--- src/rtl/regfile_wb_arbiter.sv ---
// Round-robin arbiter sharing the register file write port between the ALU (A) and
// load (M) writeback sources, with a registered write stage and a RAW busy scoreboard.
module regfile_wb_arbiter #(
    parameter int DATA_W = 32,
    parameter int ADDR_W = 5
) (
    input  logic                     clk,
    input  logic                     rst,
    input  logic                     a_valid,
    output logic                     a_ready,
    input  logic [ADDR_W-1:0]        a_rd,
    input  logic [DATA_W-1:0]        a_wd,
    input  logic                     m_valid,
    output logic                     m_ready,
    input  logic [ADDR_W-1:0]        m_rd,
    input  logic [DATA_W-1:0]        m_wd,
    input  logic                     issue_valid,
    input  logic [ADDR_W-1:0]        issue_rd,
    output logic [(1<<ADDR_W)-1:0]   busy_mask,
    output logic                     rf_we,
    output logic [ADDR_W-1:0]        rf_rd,
    output logic [DATA_W-1:0]        rf_wd
);

    localparam int NREG = 1 << ADDR_W;

    typedef enum logic {
        GRANT_A = 1'b0,
        GRANT_M = 1'b1
    } grant_t;

    grant_t            last_grant;
    logic              xfer_p0;
    logic              wr_p0;
    logic [ADDR_W-1:0] sel_rd_p0;
    logic [DATA_W-1:0] sel_wd_p0;
    logic [NREG-1:0]   busy_next;

    // On a tie the source that did not win last time is granted.
    always_comb begin
        a_ready = 1'b0;
        m_ready = 1'b0;
        if (!rst) begin
            if (a_valid && (!m_valid || last_grant == GRANT_M)) begin
                a_ready = 1'b1;
            end else if (m_valid) begin
                m_ready = 1'b1;
            end
        end
    end

    always_comb begin
        xfer_p0   = a_ready | m_ready;
        sel_rd_p0 = a_ready ? a_rd : m_rd;
        sel_wd_p0 = a_ready ? a_wd : m_wd;
        wr_p0     = xfer_p0 && (sel_rd_p0 != '0);
    end

    // Clear for the retiring write first, then set for the new issue so set wins.
    always_comb begin
        busy_next = busy_mask;
        if (wr_p0) begin
            busy_next[sel_rd_p0] = 1'b0;
        end
        if (issue_valid && (issue_rd != '0)) begin
            busy_next[issue_rd] = 1'b1;
        end
        busy_next[0] = 1'b0;
    end

    // ---- stage p0 -> p1: arbitration result registered onto the write port ----
    always_ff @(posedge clk) begin
        if (rst) begin
            last_grant <= GRANT_M;
            rf_we      <= 1'b0;
            rf_rd      <= '0;
            rf_wd      <= '0;
            busy_mask  <= '0;
        end else begin
            if (a_ready) begin
                last_grant <= GRANT_A;
            end else if (m_ready) begin
                last_grant <= GRANT_M;
            end
            rf_we <= wr_p0;
            if (wr_p0) begin
                rf_rd <= sel_rd_p0;
                rf_wd <= sel_wd_p0;
            end
            busy_mask <= busy_next;
        end
    end

endmodule

--- config.mk ---
export PLATFORM = sky130hd
export DESIGN_NAME = regfile_wb_arbiter
export DESIGN_NICKNAME = d
export VERILOG_FILES = /design/src/rtl/regfile_wb_arbiter.sv
export SDC_FILE = /design/constraint.sdc
export NUM_CORES = 1
export LEC_CHECK = 0
export CORE_MARGIN = 1.5
export CORE_UTILIZATION = 47
export CTS_BUF_LIST = sky130_fd_sc_hd__clkbuf_16
export CTS_CLUSTER_DIAMETER = 100
export DETAILED_ROUTE_END_ITERATION = 8
export PLACE_DENSITY = 0.84
export SLEW_MARGIN = 20
export SYNTH_ARGS = -nofsm -noshare
export SYNTH_HDL_FRONTEND = slang
export SYNTH_SLANG_ARGS = --single-unit
export TNS_END_PERCENT = 5
--- constraint.sdc ---
create_clock -name clk -period 4.4 [get_ports clk]
set_clock_uncertainty 0.1 [all_clocks]
set_input_delay 0.66 -clock clk [delete_from_list [all_inputs] [get_ports clk]]
set_output_delay 0.66 -clock clk [all_outputs]
set_load 0.05 [all_outputs]
After elaboration in Yosys (flattened, before gate mapping)
Cells that the tools add are included.
{"block": "totals", "elab_cells": 39, "ff_bits": 71}
{"block": "classes", "mux": 15, "reduce_logical": 10, "order_cmp": 4, "n_bitwise": 4}
{"cell": "32-bit two-way mux", "n": 3}
{"cell": "32-bit bitwise AND", "n": 1}
{"cell": "32-bit NOT", "n": 1}
{"cell": "32-bit OR", "n": 1}
{"cell": "5-bit by 6-bit less-than comparator with 1-bit output (second input constant)", "n": 2}
{"cell": "1-bit demux with 5-bit select", "n": 2}
{"cell": "5-bit by 1-bit >= comparator with 1-bit output (second input constant)", "n": 2}
{"cell": "5-bit nonzero test", "n": 2}
{"cell": "1-bit two-way mux", "n": 9}
{"cell": "1-bit logical AND", "n": 5}
{"cell": "5-bit two-way mux", "n": 1}
{"cell": "2-bit nonzero test", "n": 1}
{"cell": "1-bit logical NOT", "n": 1}
{"cell": "1-bit logical OR", "n": 1}
{"cell": "1-bit OR", "n": 1}

Logic depth before layout (Yosys ltp)
Gate-level depths: netlist of the first run.
{"block": "logic_depth", "depth_word": 15, "ltp_mapped": 8, "depth_no_buf": 5}

Worst setup path before layout of the first run
No wires, ideal clock.
{"block": "synth_path", "kind": "input port to flip-flop", "from": "input a_valid", "to": "register rf_rd[2]", "cell_stages": 7, "setup_ns": 0.127, "arrival_ns": 2.327, "t_required_ns": 4.173, "setup_slack_ns": 1.845, "path_buffers": 3, "path_cell_list": "nor2b_1 > buf_4 > a21oi_1 > a22oi_2 > buf_6 > buf_8 > o2bb2ai_1"}
{"block": "synth_via", "elab_cells_between_ends": 9}
{"item": "start, declared", "line_no": "9", "rtl": "input logic a_valid,"}
{"item": "1-bit logical AND", "line_no": "44", "rtl": "if (a_valid && (!m_valid || last_grant == GRANT_M)) begin"}
{"item": "1-bit two-way mux", "line_no": "44"}
{"item": "1-bit two-way mux", "line_no": "43", "rtl": "if (!rst) begin"}
{"item": "named net m_ready", "line_no": "14", "rtl": "output logic m_ready,"}
{"item": "1-bit OR", "line_no": "53", "rtl": "xfer_p0 = a_ready | m_ready;"}
{"item": "1-bit logical AND", "line_no": "56", "rtl": "wr_p0 = xfer_p0 && (sel_rd_p0 != '0);"}
{"item": "end signal, assigned", "line_no": "87", "rtl": "rf_rd <= sel_rd_p0;"}
{"item": "end, declared", "line_no": "21", "rtl": "output logic [ADDR_W-1:0] rf_rd,"}
The timed path passes the listed nets, and every way through them passes these cells.
A chain may end at the register's enable or synchronous reset.

Final worst setup path of the first run
{"block": "layout_path", "from": "input m_valid", "to": "output m_ready"}
{"block": "layout_via", "elab_chain_len": 5, "elab_cells_between_ends": 6}
{"item": "start, declared", "line_no": "13", "rtl": "input logic m_valid,"}
{"item": "1-bit logical NOT", "line_no": "44"}
{"item": "1-bit logical OR", "line_no": "44"}
{"item": "1-bit logical AND", "line_no": "44"}
{"item": "1-bit two-way mux *", "line_no": "44"}
{"item": "1-bit two-way mux *", "line_no": "43"}
{"item": "end, declared", "line_no": "14"}
Mark *: on every way between the ends. The rest lies on a longest branch, timed or not.

==> flow_summary.yaml, run 1 <==
timing:
  final.setup.worst_slack_ns: 1.056
  fin_hold_ws_ns: 0.3755
  setup_viol_count_final: 0
  max-slew-margin-rel_pct: 54.39
  tns_ns: 0
  worstMarginPinSlew_ns: 0.6842
  maxSlewViolCount: 0
  rsz0062_at_grt: "false"
  hold_violations: 0
  fmax_mhz: 299.1
  min_period_ns: 3.344
  period_share_pct: 75.99
placement:
  hpwlAfterDp_um: 8135
  gp_congestion: 0.9115
  port_buffers: 154
  pre_cts_ws_ns: 1.073
  postPlaceCellArea_um2: 5385
outcome:
  status: "completed"
worst_setup_path:
  path_buf_inv: 3
  path_cells: "clkdlybuf4s50_1 -> o21bai_2 -> buf_4 -> a21oi_1 -> clkdlybuf4s50_1"
  slowest_delay_ns: 0.85
  crit_family: "buffers and inverters"
  critPathMaxFanout: 33
  worst_setup_path_end_kind: "output port"
  crit_type: "in2out"
  required_ns: 3.64
  cp-start-kind: "input port"
  cp_slowest_cell: "clkdlybuf4s50_1"
  cpMostUsedCell: "clkdlybuf4s50_1"
  arrival_ns: 2.58
die:
  num_io_pins: 156
  dieArea_um2: 8801
  initial_core_util_pct: 49.39
  coreArea_um2: 7848
  placementRows: 32
  die_y_um: 93.82
  fp.dieW_um: 93.82
synthesis:
  synth_top_area_cell: "dfxtp_1"
  ys_seq_area_share_pct: 36.15
  syn_nets: 501
  postSynthCellCount: 417
  syn-cell-area_um2: 3876
  synth_top_area_share_pct: 36.15
  syn-mean-instance-area_um2: 9.295
  yosysWarnings: 0
  synth.ff_latch_count: 70
  synth_cell_types: 54
  synthTopCellsByArea: "dfxtp_1, mux2i_1, nand2b_1"
clock_tree:
  htree_levels: 3
  clk_latency_ns: 0.33
  clk_pin_slew_ns: 0.05
  root_buffer: "clkbuf_16"
  cts.sinks: 70
  post_cts_buffers: 0
  cts_hold_buf: 0
  cts_buffers: 9
  cts_resized: 0
  cts_tree: "done"
  clock_path_buffers: 2
global_routing:
  first_global_vias: 3545
  overflow: 0
  grt_pass1_wl_um: 17650
  antenna_found_initial: 0
  grtUsageTotal_pct: 25.68
  grt_max_degree: 74
routing:
  dr.pass1.iters: 7
  drt_iter0_markers: 249
  drt-wirelength-per-cell_um: 17.25
  wl_um: 11410
  dr_total_vias: 3836
  drc: 0
  ant_nets: 0
  vias_per_cell: 5.803
final_layout:
  final-seq-area_um2: 1401
  drive_above_1_share_pct: 6.798
  fin_nets: 640
  final_util_pct: 72.46
  fillers: 621
  areaGrowthSynthToFinish_pct: 46.71
  n_antenna_cell: 0
  multi_input_area_um2: 2223
  fin_area_um2: 5687
flow_run:
  maxCapViolCount: 0
hold_path:
  hold_path_class: "reg2reg"
power:
  powerDensity_nw_per_um2: 354.2
  leakage_uw: 0.002281
  vdd_drop_max_v: 0.0002220
## through the flow
stage / power (uW) / std cells
after global routing: 2082 / 661
after CTS: 2024 / 661
after floorplan: 1072 / 417
final: 2014 / 661
after global placement: 1265 / 647
after detailed placement: 1276 / 647
## path summary, 6_finish.rpt
path         startpoint         to  slack [ns]  cells after the start
max             m_valid    m_ready        1.06                      5
min           rf_wd[29]  rf_wd[29]        0.38                      2
max reg2reg  last_grant  rf_wd[31]        2.02                      7
min reg2reg   rf_wd[29]  rf_wd[29]        0.38                      2
## layout by cell type (no fill, tap or decap), drive strengths merged, types with 3 or more instances in the layout
cell           synthesis  final
o21ai                 30     30
clkbuf                14      9
a221oi                24     24
a211oi                 4      4
dfxtp                 70     70
nand4                  3      3
nor3b                  6      6
nor2b                  3      3
nand2b                60     60
a211o                  3      3
nor3                   3      3
buf                   20     10
nand4b                 3      3
nor2                   6      6
and3                   3      3
nand3                  6      6
a22oi                  5      5
mux2i                 67     67
inv                    7      7
a311oi                 5      5
clkdlybuf4s50          0    152
o211ai                 3      3
nand2                 38     38
and3b                  3      3
a21oi                 11     11
## kinds of logic after synthesis
kind of cell | after synthesis | synth area share [%]
and+or+nand+nor | 143 | 21.95
other | 1 | 0.09674
DFF | 70 | 36.15
muxes | 67 | 17.30
AOI/OAI and AO/OA | 95 | 17.92
buffers and inverters | 41 | 6.584
## registers in the layout, summed over array words and instances, names as in the netlist
| register | count |
|---|---|
| busy_mask | 31 |
| last_grant | 1 |
| rf_rd | 5 |
| rf_wd | 32 |
| rf_we | 1 |
## layer usage
| metal | up-vias | global-route usage (%) | part of all wire, % |
|---|---|---|---|
| met1 | 1802 | 32.55 | 41 |
| met3 | 24 | 5.906 | 8.6 |
| met2 | 206 | 42.69 | 49 |
| met4 | 0 | 8.955 | 1.7 |
| met5 | - | 0 | 0 |
| li1 | 1804 | - | - |
## worst reg2reg max path, delay by kind of cell, from the launching register on
kind	cells	cell delay [ns]
multiplexers	1	0.32
AND/OR/NAND/NOR	2	0.53
buffers and inverters	3	0.85
flip-flops	1	0.32
AO/OA/AOI/OAI	1	0.18
## synthesized netlist by cell type, drive strengths merged
master / number
nor3b: 6
o2bb2ai: 1
or4: 2
mux2i: 67
o32ai: 2
nand4b: 3
a21o: 1
o211ai: 3
and4b: 1
clkbuf: 14
a211o: 3
and4: 1
a31oi: 1
buf: 20
and3: 3
nor3: 3
dfxtp: 70
inv: 7
conb: 1
nand3b: 1
nor2: 6
nand3: 6
a211oi: 4
nor2b: 3
a21oi: 11
o21ai: 30
a311oi: 5
nor4b: 1
nand2b: 60
nor4bb: 2
and2b: 1
nand4: 3
a221o: 1
o311ai: 1
o21bai: 1
nand2: 38
a22oi: 5
o2111ai: 2
and3b: 3
a221oi: 24
## layout make-up
cell class,count,share of cell area (%)
inverters,7,0.4620
multi-input cells,306,39.10
flip-flops and latches,70,24.64
repair buffers,162,28.25
well taps,102,2.244
clock inverters,5,1.342
clock buffers,9,3.960
## where the power goes
group          internal (uW)  switching (uW)  total (uW)
Combinational            225             332         557
Sequential               685            25.5         710
Clock                    486             261         747
Total                   1400             618        2010
(Power assumes the default switching activity.)
==> run 2: changes to the inputs <==
Settings changed: CORE_UTILIZATION 47 to 44, PLACE_DENSITY 0.84 to 0.79.
Clock period 4.4 ns to 3.4 ns, I/O delays scaled along.
==> run 2 against run 1 <==
Against the previous run: setup slack got worse by 0.20 ns; largest power group unchanged; die area rose by 6.6%; register-to-register slack got worse by 0.76 ns; largest cell class unchanged; non-clock buffer count rose by 2; power rose by 35%.
==> flow_summary.yaml, run 2 (same netlist as run 1, synthesis figures left out) <==
final_layout:
  n_antenna_cell: 0
  final_util_pct: 66.60
  final_common_cell: "clkdlybuf4s50_1"
  top_register: "rf_wd"
  fillers: 716
  final-seq-area_um2: 1401
  areaGrowthSynthToFinish_pct: 48.39
  largestRegisters: "rf_wd (32), busy_mask (31), rf_rd (5)"
  drive_above_1_share_pct: 7.815
  fin_nets: 642
  largest_reg_flops: 32
  multi_input_area_um2: 2223
  mostFrequentLayoutCells: "clkdlybuf4s50_1, dfxtp_1, mux2i_1"
die:
  fp.dieW_um: 96.86
  initial_core_util_pct: 44.89
  die_y_um: 96.86
  num_io_pins: 156
  dieArea_um2: 9382
  placementRows: 34
  coreArea_um2: 8636
clock_tree:
  clock_path_buffers: 2
  post_cts_buffers: 0
  cts_tree: "done"
  cts_hold_buf: 0
  cts_buffers: 9
  cts_resized: 0
  root_buffer: "clkbuf_16"
  htree_levels: 3
  cts.sinks: 70
  clk_latency_ns: 0.33
  clk_pin_slew_ns: 0.06
timing:
  fmax_mhz: 392.4
  rsz0062_at_grt: "false"
  min_period_ns: 2.548
  tns_ns: 0
  setup_viol_count_final: 0
  worstMarginPinSlew_ns: 0.7843
  final.setup.worst_slack_ns: 0.8518
  hold_violations: 0
  maxSlewViolCount: 0
  max-slew-margin-rel_pct: 47.72
  period_share_pct: 74.95
worst_setup_path:
  worst_setup_path_end_kind: "output port"
  startpoint: "m_valid"
  r2r-end: "busy_mask[20]"
  arrival_ns: 1.94
  path_buf_inv: 2
  required_ns: 2.79
  crit_type: "in2out"
  cp_slowest_cell: "clkdlybuf4s50_1"
  r2r_start: "last_grant"
  slowest_delay_ns: 0.53
  critPathCapture: "m_ready"
  path_cells: "clkdlybuf4s50_1 -> nand2b_1 -> a21oi_1 -> buf_4"
  r2r_slack_ns: 1.26
  critPathMaxFanout: 10
  path_depth: 4
  crit_family: "buffers and inverters"
  r2r_cells: 5
  cp-start-kind: "input port"
power:
  leakage_uw: 0.002317
  p_int_uw: 1898
  powerDensity_nw_per_um2: 473.7
  vdd_drop_max_v: 0.0002693
  total_power_uw: 2725
  pwr-share-comb_pct: 26.5
  power.switching_uw: 826.8
  sequentialPowerShare_pct: 33.6
  switching_share_pct: 30.34
  p_clk_share_pct: 39.9
routing:
  drt-wirelength-per-cell_um: 17.13
  ant_nets: 0
  dr_total_vias: 3795
  drc: 0
  drt_iter0_markers: 264
  dr.pass1.iters: 6
  vias_per_cell: 5.656
  wl_um: 11490
global_routing:
  grtUsageTotal_pct: 24.59
  grt_max_degree: 46
  first_global_vias: 3759
  grt_pass1_wl_um: 18920
  overflow: 0
  antenna_found_initial: 0
placement:
  gp_congestion: 0.8967
  hpwlAfterDp_um: 8403
  port_buffers: 154
  pre_cts_ws_ns: 0.6289
outcome:
  status: "completed"
flow_run:
  maxCapViolCount: 0
hold_path:
  hold_path_class: "reg2reg"
==> run 2: worst register-to-register path, cell delays in order, from the launching register on <==
cell      delay, ns
dfxtp_1        0.35
nand2b_1       0.38
buf_4          0.25
nand3_1        0.08
a21oi_1        0.62
a311oi_1       0.20
==> run 2: final cells by class <==
type	count	share of cell area [%]
clock buffers	9	3.916
clock inverters	7	2.110
inverters	7	0.4568
multi-input cells	306	38.66
flip-flops and latches	70	24.36
well taps	108	2.349
repair buffers	164	28.15
==> run 2: power groups by stage <==
stage,Clock (uW),Combinational (uW),Sequential [uW]
floorplan,0,234,1150
global placement,0,712,932
detailed placement,0,720,934
CTS,1110,723,917
global route,1140,759,925
finish,1090,722,916
==> run 2: routing by layer <==
| metal | share of wire (%) | vias up | track usage, % | wire, um |
|---|---|---|---|---|
| li1 | - | 1815 | - | - |
| met1 | 42 | 1768 | 30.53 | 4790 |
| met2 | 50 | 185 | 41.90 | 5696 |
| met3 | 6.2 | 27 | 4.841 | 715 |
| met4 | 2.5 | 0 | 9.476 | 288 |
| met5 | 0 | - | 0 | 0 |
==> run 2: how the worst min path moves through the flow <==
stage,start,to,cells past startpoint
after floorplan,last_grant,last_grant,2
after detailed placement,busy_mask[26],busy_mask[26],2
after CTS,rf_rd[3],rf_rd[3],2
after global placement,rf_wd[5],rf_wd[5],2
final,rf_wd[24],rf_wd[24],2
after global routing,rf_wd[31],rf_wd[31],2
==> run 2: through the flow <==
step	hold WS (ns)	cell area [um2]	cells
3_3_place_gp	0.3600	5405	655
4_1_cts	0.3758	5752	671
3_5_place_dp	0.3650	5405	655
6_report	0.3726	5752	671
5_1_grt	0.3958	5752	671
2_1_floorplan	0.3878	3876	417
